==> src/rtl/store_pkg.sv <==
// Shared constants and state encoding for the sub-word store read-modify-write sequencer.
package store_pkg;

  localparam logic [2:0] FN3_SB = 3'b000;
  localparam logic [2:0] FN3_SH = 3'b001;
  localparam logic [2:0] FN3_SW = 3'b010;

  localparam logic [6:0] OPCODE_STORE = 7'b0100011;

  typedef enum logic [2:0] {
    ST_IDLE = 3'd0,
    ST_RD   = 3'd1,
    ST_WAIT = 3'd2,
    ST_WR   = 3'd3,
    ST_RESP = 3'd4
  } state_t;

  // Unsupported width or a lane that straddles a word boundary.
  function automatic logic store_bad(input logic [2:0] fn3, input logic [1:0] lane);
    logic bad;
    bad = 1'b1;
    if (fn3 == FN3_SB) bad = 1'b0;
    else if (fn3 == FN3_SH) bad = lane[0];
    else if (fn3 == FN3_SW) bad = (lane != 2'b00);
    return bad;
  endfunction

endpackage

==> src/rtl/store_lane_merge.sv <==
// Combinational lane merge: places a byte/halfword/word of rs2 into the read word.
module store_lane_merge
  import store_pkg::*;
(
  input  logic [2:0]  fn3,
  input  logic [1:0]  lane,
  input  logic [31:0] rd_word,
  input  logic [31:0] wdata,
  output logic [31:0] merged
);

  always_comb begin
    merged = rd_word;
    case (fn3)
      FN3_SB:  merged[{lane, 3'b000} +: 8]     = wdata[7:0];
      FN3_SH:  merged[{lane[1], 4'b0000} +: 16] = wdata[15:0];
      FN3_SW:  merged = wdata;
      default: merged = rd_word;
    endcase
  end

endmodule

==> src/rtl/store_rmw_ctrl.sv <==
// Read-modify-write sequencer for sub-word stores to a word-wide data memory.
// Optional STORE_RMW_SW_FASTPATH_EN: aligned SW skips the read and writes directly.
//
// state   | meaning
// --------+---------------------------------------------------
// IDLE    | ready for a request; illegal requests go to RESP
// RD      | read strobe on mem_rd_en for the containing word
// WAIT    | waiting for mem_rd_valid, merge on arrival
// WR      | merged word on mem_wr_data with mem_wr_en
// RESP    | done pulse (with err for rejected requests)
module store_rmw_ctrl
  import store_pkg::*;
#(
  parameter int ADDR_W = 32,
  parameter int DATA_W = 32
) (
  input  logic              clk,
  input  logic              rst,
  input  logic              req_valid,
  output logic              req_ready,
  input  logic [ADDR_W-1:0] req_addr,
  input  logic [2:0]        req_fn3,
  input  logic [DATA_W-1:0] req_data,
  output logic              mem_rd_en,
  input  logic              mem_rd_valid,
  input  logic [DATA_W-1:0] mem_rd_data,
  output logic              mem_wr_en,
  output logic [ADDR_W-1:0] mem_addr,
  output logic [DATA_W-1:0] mem_wr_data,
  output logic              done,
  output logic              err
);

  state_t state, next_state;

  logic [1:0]        lane_q;
  logic [2:0]        fn3_q;
  logic [DATA_W-1:0] data_q;

  logic              accept;
  logic              bad;
  logic [2:0]        m_fn3;
  logic [1:0]        m_lane;
  logic [DATA_W-1:0] m_data;
  logic [DATA_W-1:0] merged;

  assign req_ready = (state == ST_IDLE);
  assign accept    = req_valid && req_ready;
  assign bad       = store_bad(req_fn3, req_addr[1:0]);

  // The write word is formed on the transition into WR; from IDLE only the
  // fast path can get there, so the unlatched request fields are used then.
  assign m_fn3  = (state == ST_IDLE) ? req_fn3       : fn3_q;
  assign m_lane = (state == ST_IDLE) ? req_addr[1:0] : lane_q;
  assign m_data = (state == ST_IDLE) ? req_data      : data_q;

  store_lane_merge u_merge (
    .fn3     (m_fn3),
    .lane    (m_lane),
    .rd_word (mem_rd_data),
    .wdata   (m_data),
    .merged  (merged)
  );

  always_ff @(posedge clk or posedge rst) begin
    if (rst) state <= ST_IDLE;
    else     state <= next_state;
  end

  always_comb begin
    next_state = state;
    case (state)
      ST_IDLE: begin
        if (accept) begin
          if (bad) next_state = ST_RESP;
`ifdef STORE_RMW_SW_FASTPATH_EN
          else if (req_fn3 == FN3_SW) next_state = ST_WR;
`endif
          else next_state = ST_RD;
        end
      end
      ST_RD:   next_state = ST_WAIT;
      ST_WAIT: if (mem_rd_valid) next_state = ST_WR;
      ST_WR:   next_state = ST_RESP;
      ST_RESP: next_state = ST_IDLE;
      default: next_state = ST_IDLE;
    endcase
  end

  // Strobes are registered from the next state so they line up with it.
  always_ff @(posedge clk or posedge rst) begin
    if (rst) begin
      lane_q      <= '0;
      fn3_q       <= '0;
      data_q      <= '0;
      mem_rd_en   <= 1'b0;
      mem_wr_en   <= 1'b0;
      mem_addr    <= '0;
      mem_wr_data <= '0;
      done        <= 1'b0;
      err         <= 1'b0;
    end else begin
      if (accept) begin
        lane_q <= req_addr[1:0];
        fn3_q  <= req_fn3;
        data_q <= req_data;
        if (!bad) mem_addr <= {req_addr[ADDR_W-1:2], 2'b00};
      end
      mem_rd_en   <= (next_state == ST_RD);
      mem_wr_en   <= (next_state == ST_WR);
      mem_wr_data <= (next_state == ST_WR) ? merged : '0;
      done        <= (next_state == ST_RESP);
      err         <= accept && bad;
    end
  end

endmodule

==> config.mk <==
export PLATFORM = sky130hd
export DESIGN_NAME = store_rmw_ctrl
export DESIGN_NICKNAME = d
export VERILOG_FILES = /design/src/rtl/store_pkg.sv /design/src/rtl/store_lane_merge.sv /design/src/rtl/store_rmw_ctrl.sv
export SDC_FILE = /design/constraint.sdc
export NUM_CORES = 1
export LEC_CHECK = 0
export ABC_CLOCK_PERIOD_IN_PS = 2890
export CORE_MARGIN = 2
export CORE_UTILIZATION = 42
export CTS_CLUSTER_DIAMETER = 40
export CTS_CLUSTER_SIZE = 8
export DETAILED_ROUTE_END_ITERATION = 6
export PLACE_DENSITY = 0.77
export SLEW_MARGIN = 15
export SYNTH_ARGS = -nofsm -noshare
export SYNTH_HDL_FRONTEND = slang
export SYNTH_SLANG_ARGS = --single-unit
==> constraint.sdc <==
create_clock -name clk -period 2.89 [get_ports clk]
set_input_delay 0.289 -clock clk [delete_from_list [all_inputs] [get_ports clk]]
set_output_delay 0.289 -clock clk [all_outputs]
set_load 0.02 [all_outputs]
# Yosys cells after proc, flatten, opt, wreduce, memory -nomap -nowiden
# Cells that the tools add are included.
dict set report classes {
  n_addsub 2
  n_eq_ne 10
  n_shift 4
  n_mux 14
  n_bitwise 1
  n_reduce_logical 7
}
# operator count
set ops {}
lappend ops {{32-bit one-hot mux with 3 select lines} 1}
lappend ops {{32-bit bitwise mux} 2}
lappend ops {{32-bit 2-to-1 mux} 2}
lappend ops {{16-bit by 7-bit variable shift with 32-bit output, first input constant} 1}
lappend ops {{8-bit by 7-bit variable shift with 32-bit output, first input constant} 1}
lappend ops {{16-bit by 7-bit variable part select with 32-bit output} 1}
lappend ops {{8-bit by 7-bit variable part select with 32-bit output} 1}
lappend ops {{3-bit by 2-bit equality test with 1-bit output, second input constant} 5}
lappend ops {{5-bit negation with 7-bit output} 2}
lappend ops {{3-bit by 1-bit equality test with 1-bit output, second input constant} 4}
lappend ops {{3-bit 2-to-1 mux} 4}
lappend ops {{3-bit one-hot mux with 4 select lines} 1}
lappend ops {{3-bit zero test} 3}
lappend ops {{3-bit equality test, second input constant} 1}
lappend ops {{1-bit 2-to-1 mux} 3}
lappend ops {{1-bit logical AND} 2}
lappend ops {{2-bit 2-to-1 mux} 1}
lappend ops {{2-bit AND reduction} 1}
lappend ops {{2-bit nonzero test} 1}
lappend ops {{1-bit inverter} 1}
dict set report word_totals {
  reg_bits 106
  inputBits 103
  out_inout_bits 69
  word_cells 48
}

# Longest topological paths before layout
dict set report logic_depth {
  depth_word 9
  mapped_depth 10
  depth_no_buf 9
}

# By module
# A second synthesis with hierarchy kept.
dict set report hier_totals {
  hier_cells 633
  area_unflattened_um2 6362.4
}
# module instances cells_each area_per_inst_um2 seq_area_each_um2
set modules_own_cells {}
lappend modules_own_cells {store_rmw_ctrl 1 357 4345.4 2652.5}
lappend modules_own_cells {store_lane_merge 1 276 2016.9 0.0}

# Worst setup path before layout
# No wires, ideal clock.
dict set report synth_timing {
  kind {register -> register}
  from {register state[1]}
  to {register mem_wr_data[25]}
  setup_ns 0.083
  arrival_ns 2.428
  required_time_ns 2.807
  slack_ns 0.379
  path_stages_with_launch 10
  n_path_buf 1
  synth_period_minus_slack_ns 2.511
  path_cell_list {dfrtp_1 -> or3_1 -> buf_6 -> mux2_2 -> ha_1 -> nand2b_1 -> nor4_1 -> nor2_1 -> o211a_1 -> o22ai_1}
}
dict set report synth_via {
  elab_chain_len 7
}
# item line_no
set synth_lines {}
lappend synth_lines {{start: declaration} store_rmw_ctrl.sv:34} ;# state_t state, next_state;
lappend synth_lines {{start signal: assignment} store_rmw_ctrl.sv:67} ;# else state <= next_state;
lappend synth_lines {{3-bit zero test} --}
lappend synth_lines {{2-bit 2-to-1 mux} store_rmw_ctrl.sv:54} ;# assign m_lane = (state == ST_IDLE) ? req_addr[1:0] : lane_q;
lappend synth_lines {{5-bit negation with 7-bit output (on tied branches)} {store_lane_merge.sv:16, store_lane_merge.sv:15}}
lappend synth_lines {{16-bit by 7-bit variable part select with 32-bit output, or another cell as far along} store_lane_merge.sv:16} ;# FN3_SH: merged[{lane[1], 4'b0000} +: 16] = wdata[15:0];
lappend synth_lines {{32-bit bitwise mux (on tied branches)} {store_lane_merge.sv:16, store_lane_merge.sv:15}}
lappend synth_lines {{32-bit one-hot mux with 3 select lines} store_lane_merge.sv:14} ;# case (fn3)
lappend synth_lines {{32-bit 2-to-1 mux *} store_rmw_ctrl.sv:111} ;# mem_wr_data <= (next_state == ST_WR) ? merged : '0;
lappend synth_lines {{end signal: assignment} store_rmw_ctrl.sv:111}
lappend synth_lines {{end: declaration} store_rmw_ctrl.sv:29} ;# output logic [DATA_W-1:0] mem_wr_data,
# Every way passes the cells marked *; elsewhere a longest branch is shown, timed or not.
# A chain may end at the register's enable or synchronous reset.

# Worst setup path after layout
dict set report layout_timing {
  from {register state[0]}
  to {output req_ready}
}
dict set report layout_via {
  elab_chain_len 1
}
# item line_no
set layout_lines {}
lappend layout_lines {{3-bit zero test} store_rmw_ctrl.sv:47} ;# assign req_ready = (state == ST_IDLE);
lappend layout_lines {{end: declaration} store_rmw_ctrl.sv:20} ;# output logic req_ready,
# No other way between the ends.

==> run_results.csv <==
group,metric,value,unit
worst_setup_path,max_stage_delay,0.64,ns
flow_run,cap_violations,0,
clocking,path_clk_slew,0.07,ns
synth,ys_seq_elements,106,
worst_setup_path,crit_required,2.60,ns
route,viasPerCell,5.51,
synth,yosysSeqAreaShare,49.3,%
power,power_density,1070,mW/mm²
sta,finalHoldViolCount,0,
clocking,clkLatencyLatePin,0.36,ns
synth,synth.most_common_cell,"nand2_1",
sta,rsz0062_at_grt,"no",
synth,synth_cell_types,61,
placement,post-dp-hpwl,12300,µm
final_layout,drive_gt1_share,13.5,%
synth,avgSynthCellArea,9.98,µm²
die,dieHeight,117,µm
sta,max_slew_margin,48.0,%
die,core_area,0.0126,mm²
sta,maxSlewViolCount,0,
synth,synth_ff_type,"dfrtp_1",
die,dieArea,0.0137,mm²
final_layout,fillers,1045,
clocking,cts_root_buf,"clkbuf_16",
clocking,cts_sinks,106,
placement,place.gp.congestion,0.892,
clocking,tritoncts,"done",
sta,finalCriticalPeriod,2.71,ns
power,vdd_drop_max,481,µV
final_layout,finalInstanceArea,0.00765,mm²
final_layout,fin_cells,883,
clocking,cts_inserted_buffers,9,
synth,yosys.area.top_type_share,49.3,%
grt,grt.total_usage,24.8,%
final_layout,antenna_cells,0,
route,wl_per_cell,18.8,µm
route,drcViolationCount,0,
synth,synth_area,0.00538,mm²
sta,finalCritPeriodShare,93.8,%
grt,grt_overflow,0,
placement,io_buffers,169,
synth,synthTopCellsByArea,"dfrtp_1, nand2_1, mux2_2",
die,start_util,42.8,%
worst_setup_path,path_max_fanout,39,
placement,dpl.cell_count,866,
worst_setup_path,path_class,"reg -> out",
grt,grt_pass1_wl,25700,µm
synth,yosys_warnings,0,
worst_setup_path,cp-end-kind,"output port",
grt,grt_max_degree,60,
grt,antenna_found_initial,0,
final_layout,area_growth_syn_to_layout,42.3,%
placement,placed_area,0.00728,mm²
clocking,clk_path_buf_depth,2,
route,ant_nets,0,
die,fp.dieW,117,µm
final_layout,nets,812,
power,p_leak,0.00340,µW
route,dr.first_iter.drc_count,568,
route,routed_wl,16600,µm
synth,synth_largest_area_cell,"dfrtp_1",
worst_setup_path,worstPathCellList,"or3_4, buf_4, inv_6, clkdlybuf4s50_1",
sta,setup_violations,0,
sta,max_freq,369,MHz
die,io_pins,172,
status,status,"completed",
worst_setup_path,crit_slowest_cell,"clkdlybuf4s50_1",
worst_setup_path,cp-start-kind,"flop",
min_path,hold_path.class,"in -> async",
clocking,hold_buffers,0,
synth,synth_async_sr_flop_share,100,%
synth,synth-edff-count,0,
sta,clock_skew,0.0100,ns
die,fp-row-count,41,
synth,synth_cells,539,
sta,worstMarginPinSlew,0.769,ns
clocking,htreeDepth,3,
sta,hold_ws,0.180,ns
grt,grt_pass1_vias,4861,
route,dr.pass1.iters,7,
sta,tns,0,ns
worst_setup_path,worstPathArrival,2.42,ns
route,vias,4863,
synth,synthTopCellsByCount,"nand2_1, dfrtp_1, mux2_2",
[flip-flops by register name, summed over array words and instances (netlist names)]
name,flops
lane_q,2
mem_wr_data,32
mem_addr,30
mem_rd_en,1
data_q,32
state,3
done,1
mem_wr_en,1
err,1
fn3_q,3
[routing by layer]
metal / vias to the layer above / wire, µm / GRT usage [%] / share of wire (%)
met5: - / 0 / 0 / 0
met2: 261 / 8060 / 39.9 / 49
li1: 2232 / - / - / -
met3: 30 / 1270 / 4.94 / 7.7
met1: 2340 / 6880 / 33.2 / 42
met4: 0 / 373 / 9.73 / 2.2
[area by class of cell]
type                    instances  area [µm²]  share of cell area (%)
repair buffers                191        1880                    24.6
clock inverters                 5        85.1                    1.11
flip-flops and latches        106        2650                    34.7
inverters                      11        50.0                   0.654
multi-input cells             387        2520                    32.9
well taps                     172         215                    2.81
clock buffers                  11         253                    3.30
[worst paths after layout]
path                       cells past startpoint                   endpoint                    from  slack, ns
max                                            4                  req_ready      state[0]$_DFF_PP0_       0.18
min                                            2   mem_addr[27]$_DFFE_PP0P_                     rst       0.18
max reg2reg                                    6  mem_wr_data[20]$_DFF_PP0_      state[0]$_DFF_PP0_       0.21
min reg2reg                                    2     data_q[21]$_DFFE_PP0P_  data_q[21]$_DFFE_PP0P_       0.48
max in group asynchronous                      3      lane_q[0]$_DFFE_PP0P_                     rst       1.95
min in group clk                               2     data_q[21]$_DFFE_PP0P_  data_q[21]$_DFFE_PP0P_       0.48
[worst max-delay path: cells and delay by family (launching register included)]
| kind | cells | cell delay [ns] |
|---|---|---|
| buffers and inverters | 3 | 1.18 |
| AND/OR/NAND/NOR | 1 | 0.43 |
| flip-flops | 1 | 0.44 |
[layout by cell type (no fill, tap or decap), drive strengths merged, types with 4 or more instances in the layout]
cell | Yosys | layout
mux2i | 19 | 19
nor3 | 4 | 4
clkdlybuf4s50 | 0 | 169
inv | 11 | 11
nand4 | 8 | 8
nand2 | 158 | 158
o211a | 6 | 6
o2bb2ai | 14 | 14
mux2 | 33 | 33
a221o | 8 | 8
dfrtp | 106 | 106
or3 | 5 | 5
buf | 23 | 22
nand2b | 6 | 6
nor2 | 22 | 22
nand3 | 15 | 15
a31oi | 7 | 7
o21ai | 8 | 8
a21oi | 13 | 13
clkbuf | 13 | 11
a221oi | 10 | 10
[cell families (layout without fill, tap and decap cells)]
group                    after synthesis  after routing  synth area share (%)
other                                  1              2                0.0697
adder cells (fa/ha/maj)                3              3                 0.698
XOR/XNOR                               1              1                 0.163
flip-flops                           106            106                  49.3
buffers and inverters                 47            218                  4.47
AO/OA/AOI/OAI                         90             90                  14.0
AND/OR/NAND/NOR                      239            239                  19.6
multiplexers                          52             52                  11.7
[metrics by stage]
stage	setup slack (ns)	utilization, %	power (µW)
global placement	0.184	58.0	6590
global route	0.111	60.9	8610
floorplan	0.379	-	5180
finish	0.179	60.9	8170
detailed placement	0.114	58.0	6720
CTS	0.0285	60.7	8110
[power breakdown]
| group | switching [µW] | internal, µW | total, µW |
|---|---|---|---|
| clock | 562 | 812 | 1370 |
| combinational | 2450 | 1870 | 4330 |
| sequential | 402 | 2070 | 2470 |
[what timing repair did]
item                       4_1_cts  5_1_grt
gates cloned                     0        0
buffers inserted                 0        1
setup endpoints to repair        1        7
gates resized for setup          1        5
Power figures use the tool's default switching activity.
